### src/rtl/seg7_scan_capture.sv
// Display readback monitor: watches a multiplexed active-low 7-segment bus and
// recovers the BCD code of each digit, with glitch filtering and frame tracking.
module seg7_scan_capture #(
    parameter int NDIG   = 4,
    parameter int STABLE = 4
) (
    input  logic                clk,
    input  logic                rst_n,
    input  logic [6:0]          seg,
    input  logic [NDIG-1:0]     an,
    output logic [4*NDIG-1:0]   digits,
    output logic [NDIG-1:0]     dig_err,
    output logic                frame_done
);

    localparam logic [3:0] STB    = 4'(STABLE);
    localparam logic [3:0] STB_M1 = 4'(STABLE - 1);

    logic [NDIG-1:0]   an_q;
    logic [6:0]        seg_q;
    logic [3:0]        cnt_q, cnt_d;
    logic [4*NDIG-1:0] digits_q, digits_d;
    logic [NDIG-1:0]   err_q, err_d;
    logic [NDIG-1:0]   seen_q, seen_d;
    logic              done_q, done_d;

    logic              sel_ok;
    logic              same;
    logic              capture;
    logic [3:0]        code;
    logic              bad;
    logic [NDIG-1:0]   seen_nxt;

    // Returns {unrecognised, code}; blank decodes to F and is not an error.
    function automatic logic [4:0] decode(input logic [6:0] s);
        logic [4:0] r;
        case (s)
            7'b0000001: r = {1'b0, 4'h0};
            7'b1001111: r = {1'b0, 4'h1};
            7'b0010010: r = {1'b0, 4'h2};
            7'b0000110: r = {1'b0, 4'h3};
            7'b1001100: r = {1'b0, 4'h4};
            7'b0100100: r = {1'b0, 4'h5};
            7'b0100000: r = {1'b0, 4'h6};
            7'b0001111: r = {1'b0, 4'h7};
            7'b0000000: r = {1'b0, 4'h8};
            7'b0000100: r = {1'b0, 4'h9};
            7'b1111111: r = {1'b0, 4'hF};
            default:    r = {1'b1, 4'hE};
        endcase
        return r;
    endfunction

    always_comb begin
        sel_ok      = $onehot(~an_q);
        same        = (an == an_q) && (seg == seg_q);
        {bad, code} = decode(seg_q);

        cnt_d    = cnt_q;
        capture  = 1'b0;
        digits_d = digits_q;
        err_d    = err_q;
        seen_nxt = seen_q;
        seen_d   = seen_q;
        done_d   = 1'b0;

        // Saturating run counter; capture only on the STABLE-1 -> STABLE step.
        if (!sel_ok || !same) begin
            cnt_d = 4'd0;
        end else if (cnt_q != STB) begin
            cnt_d   = cnt_q + 4'd1;
            capture = (cnt_q == STB_M1);
        end

        for (int i = 0; i < NDIG; i++) begin
            if (capture && !an_q[i]) begin
                digits_d[4*i +: 4] = code;
                err_d[i]           = bad;
                seen_nxt[i]        = 1'b1;
            end
        end

        if (capture) begin
            if (&seen_nxt) begin
                seen_d = '0;
                done_d = 1'b1;
            end else begin
                seen_d = seen_nxt;
            end
        end
    end

    always_ff @(posedge clk or negedge rst_n) begin
        if (!rst_n) begin
            an_q     <= '1;
            seg_q    <= 7'b1111111;
            cnt_q    <= 4'd0;
            digits_q <= '1;
            err_q    <= '0;
            seen_q   <= '0;
            done_q   <= 1'b0;
        end else begin
            an_q     <= an;
            seg_q    <= seg;
            cnt_q    <= cnt_d;
            digits_q <= digits_d;
            err_q    <= err_d;
            seen_q   <= seen_d;
            done_q   <= done_d;
        end
    end

    assign digits     = digits_q;
    assign dig_err    = err_q;
    assign frame_done = done_q;

endmodule

### config.mk
export PLATFORM = sky130hd
export DESIGN_NAME = seg7_scan_capture
export DESIGN_NICKNAME = d
export VERILOG_FILES = /design/src/rtl/seg7_scan_capture.sv
export SDC_FILE = /design/constraint.sdc
export NUM_CORES = 1
export LEC_CHECK = 0
export BUFFER_PORTS_ARGS = -buffer_cell sky130_fd_sc_hd__buf_4
export CORE_ASPECT_RATIO = 1.1
export CORE_MARGIN = 4
export CORE_UTILIZATION = 35
export DETAILED_ROUTE_END_ITERATION = 12
export PLACE_DENSITY = 0.58
export SLEW_MARGIN = 25
export SYNTH_ARGS = -nofsm -noshare
export SYNTH_HDL_FRONTEND = slang
export SYNTH_SLANG_ARGS = --single-unit
### constraint.sdc
create_clock -name clk -period 3.7 [get_ports clk]
set_input_delay 0.185 -clock clk [delete_from_list [all_inputs] [get_ports clk]]
set_output_delay 0.185 -clock clk [all_outputs]
set_load 0.01 [all_outputs]
# After elaboration in Yosys (flattened, before gate mapping)

Index checks and enable logic that the tools add are counted.

Eq/ne operators: 15
Bitwise logic cells: 1
Reductions and logical operators: 15
Add/sub/neg operators: 4
Muxes and demuxes: 12

Operators by type and width:

| kind                  | number |
|---|---|
| $pmux W5 S11          | 1 |
| $eq A7 B7 Y1 const B  | 3 |
| $eq A7 B3 Y1 const B  | 2 |
| $eq A7 B6 Y1 const B  | 2 |
| $mux W4               | 3 |
| $mux W1               | 8 |
| $eq A7 B1 Y1 const B  | 1 |
| $eq A7 B4 Y1 const B  | 1 |
| $eq A7 B5 Y1 const B  | 1 |
| $eq A7 B7 Y1          | 1 |
| $logic_not A7 Y1      | 1 |
| $logic_not A1 Y1      | 6 |
| $logic_and A1 B1 Y1   | 5 |
| $add A1 B1 Y2         | 2 |
| $add A4 B1 Y4 const B | 1 |
| $eq A4 B2 Y1 const B  | 1 |
| $eq A4 B4 Y1          | 1 |
| $ne A4 B3 Y1 const B  | 1 |
| $not A4 Y4            | 1 |
| $reduce_and A4 Y1     | 1 |
| $add A2 B2 Y3         | 1 |
| $eq A3 B1 Y1 const B  | 1 |
| $reduce_bool A2 Y1    | 1 |
| $logic_or A1 B1 Y1    | 1 |

Input bits: 13
Register bits after elaboration: 40
Word-level logic and storage cells: 60
Output and inout port bits: 21

# Logic depth before layout (Yosys ltp)

Depth after elaboration: 12
Gate-level depth with buffers: 9
Depth with buffers taken out: 9

# Least setup slack after synthesis

OpenSTA, ideal clock, no wires.

Kind: register to register
Start point: reg an_q[1]
End point: reg err_q[0] (netlist: dig_err[0])
Clock period less this slack: 2,991 ps
Library setup time: 125 ps
Cell stages (with the launch flop): 10
Path slack: 709 ps
Arrival time: 2,866 ps
Path buffers: 0
Cells stage by stage: dfstp_2 > fa_1 > inv_1 > ha_1 > ha_1 > or3b_1 > nor4_4 > nand4_4 > nor2_4 > mux2_2

Word-level cells in the longest chain between the ends: 8
Elaborated cells on any way between the ends: 11

Ends and longest elaborated chain:

| element                             | RTL line | text |
|---|---|---|
| start, declared                     | 19       | `logic [NDIG-1:0] an_q;` |
| start signal, assigned              | 103      | `an_q <= an;` |
| $not A4 Y4                          | 55       | `sel_ok = $onehot(~an_q);` |
| $add A1 B1 Y2 (not written as such) | 55       |  |
| $add A2 B2 Y3 (not written as such) | 55       |  |
| $eq A3 B1 Y1                        | 55       |  |
| $logic_not A1 Y1                    | 68       | `if (!sel_ok \|\| !same) begin` |
| $logic_or A1 B1 Y1 (*)              | 68       |  |
| $mux W1 (*)                         | 68       |  |
| $logic_and A1 B1 Y1 (*)             | 76       | `if (capture && !an_q[i]) begin` |
| end signal, assigned                | 107      | `err_q <= err_d;` |
| end, declared                       | 23       | `logic [NDIG-1:0] err_q, err_d;` |

Every way passes the cells marked *; elsewhere a longest branch is shown, timed or not.
A chain may end at the register's enable or synchronous reset.

# Worst setup path in the final report

Start point: reg an_q[1]
End point: reg err_q[2] (netlist: dig_err[2])

The elaborated chain is that of the path after synthesis.

==> summary.txt <==
========================================================================================
Outcome                                                                     finished, final reports clean
Wire length reported by the detailed router                                      3870 um
Die height                                                                       87.0 um
Flop pwr share                                                                     51.7%
Data required time of the worst path                                             3890 ps
Count of final max-slew check failures                                                 0
Aggregate global-route resource usage                                              12.2%
Number of antenna cells inserted                                                       0
Cell area after technology mapping                                              1990 um2
Area of placed instances                                                        2290 um2
Hold violation total from the final report                                             0
R2R cell count                                                                         9
Clock network power share                                                          40.6%
Std cell rows                                                                         28
Clock period minus worst slack                                                   3160 ps
Global-route wire length before repair                                           6550 um
Die width                                                                        79.8 um
Register clock-pin slew on the reported worst setup and hold paths                 90 ps
Count of distinct cell types in the synthesized netlist                               42
Power per unit of standard cell area                                          356 nW/um2
Internal power summed over all cells                                              687 uW
Total half-perimeter wirelength after legalization and detailed placement        2850 um
Combinational power share                                                           7.7%
Leak Pwr                                                                      0.00114 uW
Headroom to the max-slew limit                                                     61.8%
Cells after DPL                                                                      263
Number of nets produced by synthesis                                                 180
Vias in the first global route                                                      1351
Source-to-sink clock delay at the later pin of the worst-skew pair                300 ps
Ys Warns                                                                               0
Switching fraction of total power                                                  23.5%
Routed wire length per instance                                                  13.7 um
Detailed Routing Iterations Pass 1                                                     5
Seq/Total Area, Yosys                                                              52.1%
Library cell used as clock root buffer                                      sky130_fd_sc_hd__clkbuf_8
Floorplan Core Area                                                             5430 um2
Crit path top cell by count                                                 sky130_fd_sc_hd__ha_1
R2r startpoint                                                                   an_q[1]
Total setup buffers inserted after CTS                                                 0
Reg-to-reg endpoint                                                           dig_err[2]
Number of sinks handled by clock tree synthesis                                       40
Summed area of non-filler cells in the final layout                             2520 um2
Peak fanout along the critical path                                                    6
Number of standard cells in the final layout excluding fillers                       283
Worst setup path startpoint                                                      an_q[1]
Flop and latch count out of synthesis                                                 40
Cell count after synthesis                                                           162
FF-to-FF setup slack                                                              540 ps
Peak supply drop                                                                0.208 mV
Worst setup skew after layout                                                    9.23 ps
Total negative slack for setup checks                                               0 ps
Unrepaired setup endpoints after global routing                                    false
DRC violations left                                                                    0
Depth of the CTS H-tree                                                                2
Starting Density                                                                   36.6%
Die Outline Area                                                                6950 um2
CP top delay family                                                         simple AND/OR/NAND/NOR gates
Crit-path cells                                                             fa_1 > inv_1 > ha_1 > ha_1 > or3b_1 > nor4_4 > nand4_4 > nor2_4 > mux2_2
Per-instance average area after synthesis                                       12.3 um2
Measured slew at the worst slew-check pin                                         568 ps
Worst Hold Class                                                             in -> async
Area Overhead vs Synth                                                             26.9%
Count of port buffers added during placement                                          33
DRC marker count from the first detailed-route iteration                             127
GPL Wtd Cong                                                                       0.746
Clock tree from TritonCTS                                                            yes
Clock buffer count from CTS                                                            5
Critical Path End Type                                                          register
Number of antenna violations at the first check in global routing                      0
Kind of critical path                                                         reg -> reg
Max cap viols                                                                          0
Number of nets in the final layout                                                   225
Max frequency                                                                    317 MHz
Arrival time at the worst endpoint                                               3340 ps
Final-report setup violation count                                                     0
Routed vias                                                                         1335
Period utilisation layout                                                          85.3%
Crit path buffers/inverters                                                            1
Via density per instance                                                            4.72
IO Pins                                                                               34
Count of nets left with antenna violations after detail routing                        0
Maximum number of pins on one net before global-route repair                          41
Switching power summed over all nets                                              211 uW
Slowest stage cell on the critical path                                     sky130_fd_sc_hd__dfstp_2
Maximum clock insertion buffer count                                                   2
Remaining global-route overflow                                                        0
Critical path's largest stage delay                                               600 ps
Startpoint class of the critical path                                           register
Layout cells sized above 1                                                         44.2%
========================================================================================
==> cell type report <==
cell class,count,area [um2]
fillers,510,2910
inverters,11,41.3
repair buffers,45,368
clock inverters,3,46.3
multi-input cells,104,868
flip-flops and latches,40,1030
clock buffers,5,68.8
well taps,75,93.8
==> cells in the final DEF (no fill, tap or decap), types with 5 or more instances in the layout <==
cell type and instances:
sky130_fd_sc_hd__buf_4 33, sky130_fd_sc_hd__dfstp_2 27, sky130_fd_sc_hd__mux2_2 16, sky130_fd_sc_hd__dfrtp_1 13, sky130_fd_sc_hd__dlygate4sd3_1 12, sky130_fd_sc_hd__inv_1 11
sky130_fd_sc_hd__xor2_1 11, sky130_fd_sc_hd__nand2_1 7, sky130_fd_sc_hd__nor2_1 7, sky130_fd_sc_hd__nor3_1 5, sky130_fd_sc_hd__clkbuf_8 5
==> repair_timing <==
action | in CTS | in global routing
endpoints found under the setup margin | 0 | 0
hold endpoints to repair | 19 | 5
hold buffers | 7 | 5
gates resized for setup | 0 | 0
==> per-stage QoR <==
step / hold slack (ps) / power [uW] / util (%) / setup slack [ps]
floorplan: -111 / 505 / - / 709
finish: 392 / 898 / 46.4 / 545
CTS: 0.661 / 906 / 45.5 / 499
global placement: 190 / 533 / 42.1 / 583
global route: 445 / 936 / 46.4 / 373
detailed placement: 186 / 532 / 42.1 / 497
==> cell usage after synthesis <==
cell type / count / area (um2)
sky130_fd_sc_hd__dfstp_2: 27 / 709
sky130_fd_sc_hd__mux2_2: 16 / 180
sky130_fd_sc_hd__dfrtp_1: 13 / 325
sky130_fd_sc_hd__inv_1: 11 / 41.3
sky130_fd_sc_hd__xor2_1: 11 / 96.3
sky130_fd_sc_hd__nand2_1: 7 / 26.3
sky130_fd_sc_hd__nor2_1: 7 / 26.3
sky130_fd_sc_hd__nor3_1: 5 / 25.0
sky130_fd_sc_hd__a21oi_1: 4 / 20.0
sky130_fd_sc_hd__clkbuf_1: 4 / 15.0
sky130_fd_sc_hd__ha_1: 4 / 50.1
sky130_fd_sc_hd__mux2_1: 4 / 45.0
sky130_fd_sc_hd__nand3_1: 4 / 20.0
sky130_fd_sc_hd__nor2_4: 4 / 45.0
sky130_fd_sc_hd__o21ai_0: 4 / 20.0
sky130_fd_sc_hd__nand2b_1: 3 / 18.8
sky130_fd_sc_hd__nand3b_1: 3 / 22.5
sky130_fd_sc_hd__o21a_1: 3 / 22.5
sky130_fd_sc_hd__a41oi_1: 2 / 17.5
sky130_fd_sc_hd__buf_6: 2 / 22.5
sky130_fd_sc_hd__nor4_2: 2 / 25.0
sky130_fd_sc_hd__xnor2_1: 2 / 17.5
sky130_fd_sc_hd__a21boi_0: 1 / 7.51
sky130_fd_sc_hd__a2bb2oi_1: 1 / 8.76
sky130_fd_sc_hd__a31oi_1: 1 / 6.26
sky130_fd_sc_hd__and4b_1: 1 / 10.0
sky130_fd_sc_hd__buf_2: 1 / 5.00
sky130_fd_sc_hd__fa_1: 1 / 20.0
sky130_fd_sc_hd__mux2i_1: 1 / 10.0
sky130_fd_sc_hd__nand4_4: 1 / 21.3
sky130_fd_sc_hd__nand4b_1: 1 / 8.76
sky130_fd_sc_hd__nand4bb_1: 1 / 11.3
sky130_fd_sc_hd__nor2b_1: 1 / 6.26
sky130_fd_sc_hd__nor3b_1: 1 / 7.51
sky130_fd_sc_hd__nor4_1: 1 / 6.26
sky130_fd_sc_hd__nor4_4: 1 / 21.3
sky130_fd_sc_hd__o211ai_1: 1 / 7.51
sky130_fd_sc_hd__o22ai_1: 1 / 6.26
sky130_fd_sc_hd__o311ai_0: 1 / 8.76
sky130_fd_sc_hd__o31ai_1: 1 / 7.51
sky130_fd_sc_hd__or3_1: 1 / 6.26
sky130_fd_sc_hd__or3b_1: 1 / 8.76
==> registers in the layout, indices dropped and copies added (netlist names) <==
| signal | flops |
|---|---|
| frame_done | 1 |
| cnt_q | 4 |
| an_q | 4 |
| seg_q | 7 |
| seen_q | 4 |
| digits | 16 |
| dig_err | 4 |
==> power groups by stage <==
stage | clock (uW) | combinational (uW) | sequential, uW
2_1_floorplan | 0 | 44.0 | 461
3_3_place_gp | 0 | 60.9 | 472
3_5_place_dp | 0 | 60.4 | 472
4_1_cts | 375 | 66.6 | 464
5_1_grt | 391 | 78.3 | 467
6_report | 364 | 69.1 | 464
==> how the worst max path moves through the flow <==
stage	to	slack [ps]	cells after the start
6_report	dig_err[2]	540	9
2_1_floorplan	dig_err[0]	710	9
3_5_place_dp	dig_err[2]	500	9
5_1_grt	dig_err[2]	370	9
3_3_place_gp	dig_err[3]	580	9
4_1_cts	dig_err[2]	500	9
==> routing by layer <==
metal | up-vias | share of wire [%] | wire [um] | GRT usage [%]
met2 | 24 | 50 | 1950 | 19.4
met5 | - | 0 | 0 | 0
met4 | 0 | 1.3 | 51 | 4.61
met3 | 6 | 3.3 | 129 | 3.21
met1 | 652 | 45 | 1740 | 16.0
li1 | 653 | - | - | -
==> cell families (layout without fill, tap and decap cells) <==
group	count (synthesis)	count (layout)	synth area share (%)
AO/OA/AOI/OAI	20	20	6.68
XOR/XNOR	13	13	5.73
adder cells (fa/ha/maj)	5	5	3.53
buffers and inverters	18	64	4.22
flip-flops	40	40	52.1
multiplexers	21	21	11.8
AND/OR/NAND/NOR	45	45	15.9
No activity file was read; power rests on OpenSTA's default activity.
